**src/rtl/wb_timeout.sv**
```systemverilog
// Wishbone watchdog: forwards master requests to a slave and aborts any cycle
// left unanswered for TIMEOUT strobe cycles, ending the master with ERR.
module wb_timeout #(
  parameter int DATA_WIDTH   = 32,
  parameter int ADDR_WIDTH   = 32,
  parameter int SELECT_WIDTH = DATA_WIDTH / 8,
  parameter int TIMEOUT      = 256,
  parameter int CNT_WIDTH    = 16
) (
  input  logic                    clk,
  input  logic                    rst_n,
  input  logic [ADDR_WIDTH-1:0]   wbm_adr_i,
  input  logic [DATA_WIDTH-1:0]   wbm_dat_i,
  output logic [DATA_WIDTH-1:0]   wbm_dat_o,
  input  logic                    wbm_we_i,
  input  logic [SELECT_WIDTH-1:0] wbm_sel_i,
  input  logic                    wbm_stb_i,
  output logic                    wbm_ack_o,
  output logic                    wbm_err_o,
  output logic                    wbm_rty_o,
  input  logic                    wbm_cyc_i,
  output logic [ADDR_WIDTH-1:0]   wbs_adr_o,
  input  logic [DATA_WIDTH-1:0]   wbs_dat_i,
  output logic [DATA_WIDTH-1:0]   wbs_dat_o,
  output logic                    wbs_we_o,
  output logic [SELECT_WIDTH-1:0] wbs_sel_o,
  output logic                    wbs_stb_o,
  input  logic                    wbs_ack_i,
  input  logic                    wbs_err_i,
  input  logic                    wbs_rty_i,
  output logic                    wbs_cyc_o,
  input  logic                    clear_i,
  output logic                    timeout_o,
  output logic                    timeout_flag_o,
  output logic [CNT_WIDTH-1:0]    timeout_count_o
);

  localparam int TW = $clog2(TIMEOUT);
  localparam logic [TW-1:0]        TIMER_LAST = TW'(TIMEOUT - 1);
  localparam logic [CNT_WIDTH-1:0] CNT_MAX    = '1;

  typedef enum logic [1:0] {S_IDLE, S_WAIT, S_ABORT} state_t;

  state_t               r_state, w_state_nxt;
  logic [TW-1:0]        r_timer, w_timer_nxt;
  logic                 r_flag;
  logic [CNT_WIDTH-1:0] r_count;

  logic w_req, w_rsp, w_abort, w_pass;

  assign w_req   = wbm_cyc_i & wbm_stb_i;
  assign w_rsp   = wbs_ack_i | wbs_err_i | wbs_rty_i;
  assign w_abort = (r_state == S_ABORT);
  // rst_n gates the outputs directly so they drop without waiting for a clock
  assign w_pass  = rst_n & ~w_abort;

  assign wbs_adr_o = wbm_adr_i;
  assign wbs_dat_o = wbm_dat_i;
  assign wbs_sel_o = wbm_sel_i;
  assign wbs_we_o  = wbm_we_i  & w_pass;
  assign wbs_stb_o = wbm_stb_i & w_pass;
  assign wbs_cyc_o = wbm_cyc_i & w_pass;

  assign wbm_ack_o = wbs_ack_i & w_req & w_pass;
  assign wbm_rty_o = wbs_rty_i & w_req & w_pass;
  assign wbm_err_o = rst_n & (w_abort | (wbs_err_i & w_req));
  assign wbm_dat_o = w_pass ? wbs_dat_i : '0;

  assign timeout_o       = rst_n & w_abort;
  assign timeout_flag_o  = r_flag;
  assign timeout_count_o = r_count;

  always_ff @(posedge clk or negedge rst_n) begin
    if (!rst_n) begin
      r_state <= S_IDLE;
      r_timer <= '0;
    end else begin
      r_state <= w_state_nxt;
      r_timer <= w_timer_nxt;
    end
  end

  always_comb begin
    w_state_nxt = r_state;
    w_timer_nxt = r_timer;
    case (r_state)
      S_IDLE: begin
        if (w_req && !w_rsp) begin
          w_state_nxt = S_WAIT;
          w_timer_nxt = TW'(1);
        end
      end
      S_WAIT: begin
        if (w_rsp || !w_req) begin
          w_state_nxt = S_IDLE;
          w_timer_nxt = '0;
        end else if (r_timer == TIMER_LAST) begin
          w_state_nxt = S_ABORT;
        end else begin
          w_timer_nxt = r_timer + TW'(1);
        end
      end
      S_ABORT: begin
        w_state_nxt = S_IDLE;
        w_timer_nxt = '0;
      end
      default: begin
        w_state_nxt = S_IDLE;
        w_timer_nxt = '0;
      end
    endcase
  end

  // A timeout in the same cycle as clear_i wins: the event is recorded afresh.
  always_ff @(posedge clk or negedge rst_n) begin
    if (!rst_n) begin
      r_flag  <= 1'b0;
      r_count <= '0;
    end else if (w_abort) begin
      r_flag  <= 1'b1;
      if (clear_i)               r_count <= CNT_WIDTH'(1);
      else if (r_count != CNT_MAX) r_count <= r_count + CNT_WIDTH'(1);
    end else if (clear_i) begin
      r_flag  <= 1'b0;
      r_count <= '0;
    end
  end

endmodule
```
**config.mk**
```make
export PLATFORM = sky130hd
export DESIGN_NAME = wb_timeout
export DESIGN_NICKNAME = d
export VERILOG_FILES = /design/src/rtl/wb_timeout.sv
export SDC_FILE = /design/constraint.sdc
export NUM_CORES = 1
export LEC_CHECK = 0
export BUFFER_PORTS_ARGS = -buffer_cell sky130_fd_sc_hd__buf_2
export CAP_MARGIN = 20
export CORE_AREA = 2 2 91 93
export CTS_CLUSTER_DIAMETER = 80
export CTS_CLUSTER_SIZE = 24
export DETAILED_ROUTE_END_ITERATION = 6
export DIE_AREA = 0 0 93 95
export GPL_TIMING_DRIVEN = 1
export PLACE_DENSITY_LB_ADDON = 0.2
export SYNTH_ARGS = -nofsm -noshare
export SYNTH_HDL_FRONTEND = slang
export SYNTH_SLANG_ARGS = --single-unit
```
**constraint.sdc**
```tcl
create_clock -name clk -period 2.4 [get_ports clk]
set_clock_uncertainty 0.2 [all_clocks]
set_input_delay 0.12 -clock clk [delete_from_list [all_inputs] [get_ports clk]]
set_output_delay 0.12 -clock clk [all_outputs]
set_load 0.05 [all_outputs]
```
Yosys cells after proc, flatten, opt, wreduce, memory -nomap -nowiden:

Index checks and enable logic that the tools add are counted.

* input bits: 109
* output and inout bits: 124
* register bits: 27
* word-level logic and storage cells: 54

* add/subtract/negate cells: 2
* reductions and logical operators: 10
* muxes and demuxes: 15
* bitwise gates (word level): 16
* eq/ne operators: 7

Operator list (count)
* 16-bit 2-to-1 mux: 4
* 32-bit 2-to-1 mux: 1
* 8-bit 2-to-1 mux: 3
* 16-bit by 1-bit adder with 16-bit output, second input constant: 1
* 16-bit != test, second input constant: 1
* 8-bit one-hot mux with 2 select lines: 1
* 1-bit bitwise AND: 12
* 8-bit by 1-bit adder with 8-bit output, second input constant: 1
* 8-bit equality test, second input constant: 1
* 2-bit 2-to-1 mux: 3
* 3-bit != test, second input constant: 2
* 2-bit AND reduction: 3
* 2-bit one-hot mux with 2 select lines: 1
* 2-bit nonzero test: 2
* 1-bit bitwise OR: 3
* 2-bit by 1-bit equality test with 1-bit output, second input constant: 1
* 2-bit equality test, second input constant: 1
* 1-bit zero test: 2
* 2-bit zero test: 1
* 1-bit 2-to-1 mux: 2
* 2-bit != test, second input constant: 1
* 1-bit logical AND: 1
* 1-bit logical OR: 1
* 1-bit NOT: 1

Logic depth before layout (Yosys ltp):

Gate-level depths: netlist of run 1.

* depth after elaboration: 6
* depth in mapped cells: 6
* depth with buffers taken out: 5

Least setup slack after synthesis of run 1:

Ideal clock, no wire load.

* path type: register to register
* start: register r_count[2], in the netlist timeout_count_o[2]
* end: register r_count[11], in the netlist timeout_count_o[11]
* path buffers: 1
* required time: 2.075 ns
* arrival: 2.072 ns
* stages on the path, launching flop included: 6
* slack: 0.004 ns
* library setup time: 0.125 ns
* path through: dfrtp_1 > nand3_1 > or4_1 > buf_2 > nor4_1 > mux2_2

* word-level cells in the longest chain between the ends: 4

RTL lines
* start, declared: RTL line 47 `logic [CNT_WIDTH-1:0] r_count;`
* start signal, assigned: RTL line 122 `else if (r_count != CNT_MAX) r_count <= r_count + CNT_WIDTH'(1);`
* 16-bit by 1-bit adder with 16-bit output: RTL line 122
* 16-bit 2-to-1 mux: RTL line 122
* 16-bit 2-to-1 mux: RTL line 121 `if (clear_i) r_count <= CNT_WIDTH'(1);`
* 16-bit 2-to-1 mux: RTL line 119 `end else if (w_abort) begin`

Parallel ways exist; a longest one is shown, timed or not. The select of a mux whose other input is x is not followed.
A chain may end at the register's enable or synchronous reset.

Worst setup path in the final report of run 1:

* start: register r_state[0]
* end: register r_count[11], in the netlist timeout_count_o[11]

* word-level cells in the longest chain between the ends: 3

RTL lines
* start, declared: RTL line 44 `state_t r_state, w_state_nxt;`
* start signal, assigned: RTL line 78 `r_state <= w_state_nxt;`
* 2-bit equality test (*): RTL line 53 `assign w_abort = (r_state == S_ABORT);`
* 2-bit nonzero test (no source line)
* 2-bit AND reduction (no source line)

Every way passes the cells marked *; elsewhere a longest branch is shown, timed or not.

==> results.sh, run 1 <==
export IMPL_worstPathMaxFanout=9
export IMPL_nets=430
export IMPL_yosysWarningCount=0
export IMPL_hpwlAfterDp_mm=4.36
export IMPL_clkSinkCount=27
export IMPL_synth_edff_count=0
export IMPL_holdCritPathClass="input pin to flip-flop"
export IMPL_fmax_mhz=458
export IMPL_synth_avg_cell_area_sq_um=8.14
export IMPL_finalCritPeriodShare_pct=91.0
export IMPL_h_tree_depth=1
export IMPL_ios=233
export IMPL_start_util_pct=29.7
export IMPL_critical_path_top_delay_family="simple AND/OR/NAND/NOR gates"
export IMPL_viasPerCell=5.00
export IMPL_clk_latency_ns=0.27
export IMPL_grt_util_all_layers_pct=12.5
export IMPL_required_ns=2.36
export IMPL_finalWeightedCongestion=0.816
export IMPL_setup_viol=0
export IMPL_endpoint_kind="flip-flop"
export IMPL_die_x_microns=93
export IMPL_hold_buffers=1
export IMPL_placedCellCount=418
export IMPL_num_antenna_cells=0
export IMPL_relSlewSlack_pct=53.4
export IMPL_seq_area_frac_synth_pct=28.7
export IMPL_grt_max_degree=47
export IMPL_syn_inst=289
export IMPL_finalHoldViolCount=0
export IMPL_drt_initial_drc_count=61
export IMPL_cts_buffers=3
export IMPL_worst_pin_slew_ns=0.693
export IMPL_fin_crit_ns=2.18
export IMPL_cts_tree="built"
export IMPL_rsz0062_at_grt="no"
export IMPL_drtAntennaViolNets=0
export IMPL_stdcell_count=423
export IMPL_synthFlopType="dfrtp_1"
export IMPL_synth_cell_types=35
export IMPL_rows=33
export IMPL_clk_pin_slew_ns=0.10
export IMPL_worstPathArrival_ns=2.15
export IMPL_cp_num_buf_inv=0
export IMPL_maxSlewViolCount=0
export IMPL_drt_wl_total_mm=5.82
export IMPL_p_leak_uw=0.00126
export IMPL_clk_path_buf_depth=2
export IMPL_finalSetupTns_ns=0
export IMPL_vias=2113
export IMPL_crit_path_top_delay_cell="or4_1"
export IMPL_grt_pass1_vias=1930
export IMPL_clock_root_buffer="clkbuf_8"
export IMPL_fp_coreArea_sq_mm=0.00793
export IMPL_grt_overflow_total=0
export IMPL_wl_per_cell_microns=13.8
export IMPL_drc=0
export IMPL_cap_viol_max_count=0
export IMPL_cp_start_kind="flip-flop"
export IMPL_io_buffers=96
export IMPL_cts_setup_buffers=0
export IMPL_die_h_microns=95
export IMPL_drive_above_1_share_pct=36.8
export IMPL_irDropWorstVdd_mv=0.178
export IMPL_status="completed"
export IMPL_critPathMaxStageDelay_ns=0.66
export IMPL_powerDensity_mw_per_mm2=388
export IMPL_dieArea_sq_mm=0.00884
export IMPL_nFillCells=895
export IMPL_p_total_uw=982
export IMPL_synth_fp_nets=400
export IMPL_drt_pass1_iter_count=4
export IMPL_setup_worst_path_class="flip-flop to flip-flop"
export IMPL_synth_seq_cells=27
export IMPL_grt_first_pass_wirelength_mm=9.16
export IMPL_worstPathCellList="nand2b_4 -> or4_1 -> nor4_1 -> mux2_2"
export IMPL_area_growth_pct=7.77
export IMPL_antenna_found_initial=0
export IMPL_netlist_area_sq_mm=0.00235
export IMPL_synth_async_reset_ratio_pct=100
export IMPL_cts_resized=0
==> logic make-up (layout without fill, tap and decap cells) <==
kind of cell               after synthesis  count (layout)  synth area share, %
DFF                                     27              27                 28.7
AOI/OAI and AO/OA                       49              49                 13.0
muxes                                    6               6                 2.71
and+or+nand+nor                        112             112                 28.5
adders and majority gates                2               2                 1.06
buffers and inverters                   93             122                 26.0
==> synthesized netlist by cell type, types with 4 or more instances <==
library cell   n  area share [%]
buf_4         69              22
and3_1        37             9.8
dfrtp_1       27              29
a21oi_1       17             3.6
clkbuf_1      13             2.1
nand3_1       11             2.3
or4_1         11             3.5
nand2_1       10             1.6
o21ai_0       10             2.1
o31ai_1       10             3.2
inv_1          8             1.3
nor2_1         8             1.3
nor4_1         8             2.1
or3_1          7             1.9
nand4_1        6             1.6
o21bai_1       4             1.3
==> power breakdown <==
part	total, uW	switching [uW]	internal, uW
sequential	467	6.29	460
combinational	253	177	76.3
clock	262	144	119
==> final cells by class <==
| class | count | area, sq um | area share (%) |
|---|---|---|---|
| clock buffer | 4 | 45.0 | 1.78 |
| sequential | 27 | 676 | 26.7 |
| inverter | 8 | 30.0 | 1.18 |
| tap | 105 | 131 | 5.18 |
| multi-input combinational | 169 | 1060 | 42.0 |
| timing repair buffer | 110 | 588 | 23.2 |
==> layer usage <==
layer / vias up / part of all wire (%) / global-route usage (%)
met4: 0 / 0.50 / 1.59
met1: 983 / 45 / 16.4
met2: 91 / 48 / 20.5
li1: 1029 / - / -
met5: - / 0 / 0
met3: 10 / 7.0 / 4.15
==> flip-flops by register name, indices dropped and copies added, names as in the netlist <==
name / count
r_state: 2
r_timer: 8
timeout_count_o: 16
timeout_flag_o: 1
==> worst reg2reg max path, delay by kind of cell (launching register included) <==
kind             cells  cell delay [ns]
muxes                1             0.36
and+or+nand+nor      3             1.14
DFF                  1             0.39
==> placed cells by master (no fill, tap or decap), types with 2 or more instances in the layout <==
master and count:
nand4_1 6, o31ai_1 10, ha_1 2, nand3b_1 2, nor3_1 3, nor2_1 8, o21bai_1 4, inv_1 8
nor4_1 8, nand3_1 11, nand2_1 10, o21ai_0 10, and3_1 37, and2_1 3, mux2_2 3, buf_2 96
buf_4 13, mux2i_1 3, or4_1 11, clkbuf_8 3, a21oi_1 17, dfrtp_1 27, o41ai_1 2, nor2b_1 2
or3_1 7
==> final timing paths <==
| kind | startpoint | to | slack [ns] | cells past startpoint |
|---|---|---|---|---|
| worst max-delay path | r_state[0] | timeout_count_o[11] | 0.22 | 4 |
| worst min-delay path | wbs_ack_i | r_state[0] | 0.02 | 4 |
| worst max register to register | r_state[0] | timeout_count_o[11] | 0.22 | 4 |
| worst min register to register | timeout_flag_o | timeout_flag_o | 0.33 | 2 |
| max in group asynchronous | rst_n | timeout_count_o[5] | 1.07 | 4 |
| min in group asynchronous | rst_n | r_timer[3] | 0.12 | 2 |
==> through the flow <==
step	util [%]	hold slack [ns]	instance area (sq um)	setup slack, ns
global placement	31.3	-0.171	2480	0.218
finish	32.0	0.0169	2530	0.215
global route	32.0	0.0137	2530	0.0896
floorplan	-	-0.376	2350	0.00366
detailed placement	31.3	-0.162	2480	0.218
CTS	32.0	0.00325	2530	0.198
No activity file was read; power rests on OpenSTA's default activity.
==> run 2, diff against run 1 <==
--- a/config.mk
+++ b/config.mk
@@ -13,7 +13,7 @@
 export DETAILED_ROUTE_END_ITERATION = 6
 export DIE_AREA = 0 0 93 95
 export GPL_TIMING_DRIVEN = 1
-export PLACE_DENSITY_LB_ADDON = 0.2
+export PLACE_DENSITY = 0.66
 export SYNTH_ARGS = -nofsm -noshare
 export SYNTH_HDL_FRONTEND = slang
 export SYNTH_SLANG_ARGS = --single-unit
==> run 2 against run 1 <==
Register-to-register slack worse by 0.04 ns. First-iteration DRC count is 23% lower. Sequential cell count unchanged. Final cell count unchanged. Sequential share of layout area shrank 0.066 points. Worst hold slack worse by 0.0062 ns.
==> results.sh, run 2 (same netlist as run 1, synthesis figures left out) <==
export IMPL_status="completed"
export IMPL_cts_setup_buffers=0
export IMPL_drtAntennaViolNets=0
export IMPL_fp_coreArea_sq_mm=0.00793
export IMPL_worst_pin_slew_ns=0.655
export IMPL_start_util_pct=29.7
export IMPL_antenna_found_initial=0
export IMPL_wl_per_cell_microns=14.1
export IMPL_setup_viol=0
export IMPL_die_h_microns=95
export IMPL_clk_pin_slew_ns=0.11
export IMPL_final_common_cell="buf_2"
export IMPL_grt_util_all_layers_pct=11.9
export IMPL_p_leak_uw=0.00126
export IMPL_drt_pass1_iter_count=4
export IMPL_use_met3_pct=3.43
export IMPL_grt_most_used_layer="met1"
export IMPL_relSlewSlack_pct=55.9
export IMPL_drive_above_1_share_pct=36.8
export IMPL_cts_buffers=3
export IMPL_viasPerCell=4.99
export IMPL_die_x_microns=93
export IMPL_cap_viol_max_count=0
export IMPL_clock_root_buffer="clkbuf_8"
export IMPL_multi_input_area_sq_mm=0.00106
export IMPL_cts_tree="built"
export IMPL_rows=33
export IMPL_rsz0062_at_grt="no"
export IMPL_endpoint_kind="flip-flop"
export IMPL_fmax_mhz=450
export IMPL_clk_path_buf_depth=2
export IMPL_vias=2112
export IMPL_maxSlewViolCount=0
export IMPL_num_antenna_cells=0
export IMPL_seq_area_sq_um=676
export IMPL_finalInstanceArea_sq_mm=0.00254
export IMPL_powerDensity_mw_per_mm2=396
export IMPL_grt_max_degree=47
export IMPL_area_growth_pct=8.03
export IMPL_setup_worst_path_class="flip-flop to flip-flop"
export IMPL_layout_common_cells="buf_2, and3_1, dfrtp_1, a21oi_1, buf_4"
export IMPL_ios=233
export IMPL_worstPathArrival_ns=2.21
export IMPL_drt_initial_drc_count=47
export IMPL_finalSetupTns_ns=0
export IMPL_grt_met2_usage_pct=17.1
export IMPL_drc=0
export IMPL_largest_reg_flops=16
export IMPL_dieArea_sq_mm=0.00884
export IMPL_nFillCells=883
export IMPL_nets=430
export IMPL_irDropWorstVdd_mv=0.188
export IMPL_clk_latency_ns=0.29
export IMPL_grt_pass1_vias=1709
export IMPL_hpwlAfterDp_mm=4.48
export IMPL_drt_wl_total_mm=5.97
export IMPL_placed_area_sq_mm=0.00247
export IMPL_holdCritPathClass="input pin to flip-flop"
export IMPL_finalHoldViolCount=0
export IMPL_grt_overflow_total=0
export IMPL_finalWeightedCongestion=0.856
export IMPL_worstPathMaxFanout=9
export IMPL_clkSinkCount=27
export IMPL_grt_first_pass_wirelength_mm=8.59
export IMPL_io_buffers=96
export IMPL_cp_start_kind="flip-flop"
export IMPL_required_ns=2.39
export IMPL_finalCritPeriodShare_pct=92.6
export IMPL_fin_crit_ns=2.22
export IMPL_use_met1_pct=17.3
export IMPL_h_tree_depth=1
run 2: stage by stage:
| stage | cells | setup WS, ns | hold slack [ns] | total power, uW | util, % |
|---|---|---|---|---|---|
| CTS | 423 | 0.175 | 0.00181 | 1020 | 32.1 |
| finish | 423 | 0.178 | 0.0108 | 1010 | 32.1 |
| global placement | 417 | 0.243 | -0.0932 | 727 | 31.2 |
| floorplan | 289 | 0.00366 | -0.376 | 951 | - |
| global route | 423 | 0.0609 | 0.0322 | 1050 | 32.1 |
| detailed placement | 417 | 0.184 | -0.0694 | 730 | 31.2 |
run 2: area by class of cell:
cell class	instances	area share, %
Multi-Input combinational cell	169	41.9
Sequential cell	27	26.6
Timing Repair Buffer	110	23.2
Tap cell	105	5.17
Clock buffer	3	1.62
Inverter	8	1.18
Clock inverter	1	0.295
run 2: timing repair:
| item | 4_1_cts | 5_1_grt |
|---|---|---|
| resized for setup | 0 | 0 |
| hold endpoints to repair | 5 | 0 |
| setup endpoints to repair | 0 | 0 |
| hold buffers | 2 | 0 |
run 2: layer usage:
layer / part of all wire (%) / up-vias / wire length [microns]
met3: 7.0 / 9 / 416
met1: 46 / 1001 / 2760
met5: 0 / - / 0
met2: 46 / 69 / 2740
met4: 0.69 / 0 / 41
li1: - / 1033 / -
run 2: final timing paths:
kind,from,end,slack (ns),depth (start not counted)
max,r_state[0],timeout_count_o[11],0.18,4
min,wbs_rty_i,r_state[0],0.01,4
max reg2reg,r_state[0],timeout_count_o[11],0.18,4
min reg2reg,timeout_flag_o,timeout_flag_o,0.34,2
max in group asynchronous,rst_n,r_state[1],1.13,3
min in group asynchronous,rst_n,timeout_count_o[3],0.17,2
run 2: worst max-delay path, stage by stage, from the launching register on:
cell      delay [ns]
dfrtp_1         0.40
nand2b_4        0.15
or4_1           0.67
nor4_1          0.35
mux2_2          0.37
run 2: report_power, final:
part,switching (uW),internal [uW],total (uW)
logic,179,76.5,256
clock network,166,119,284
registers,6.87,460,467
total,352,655,1010
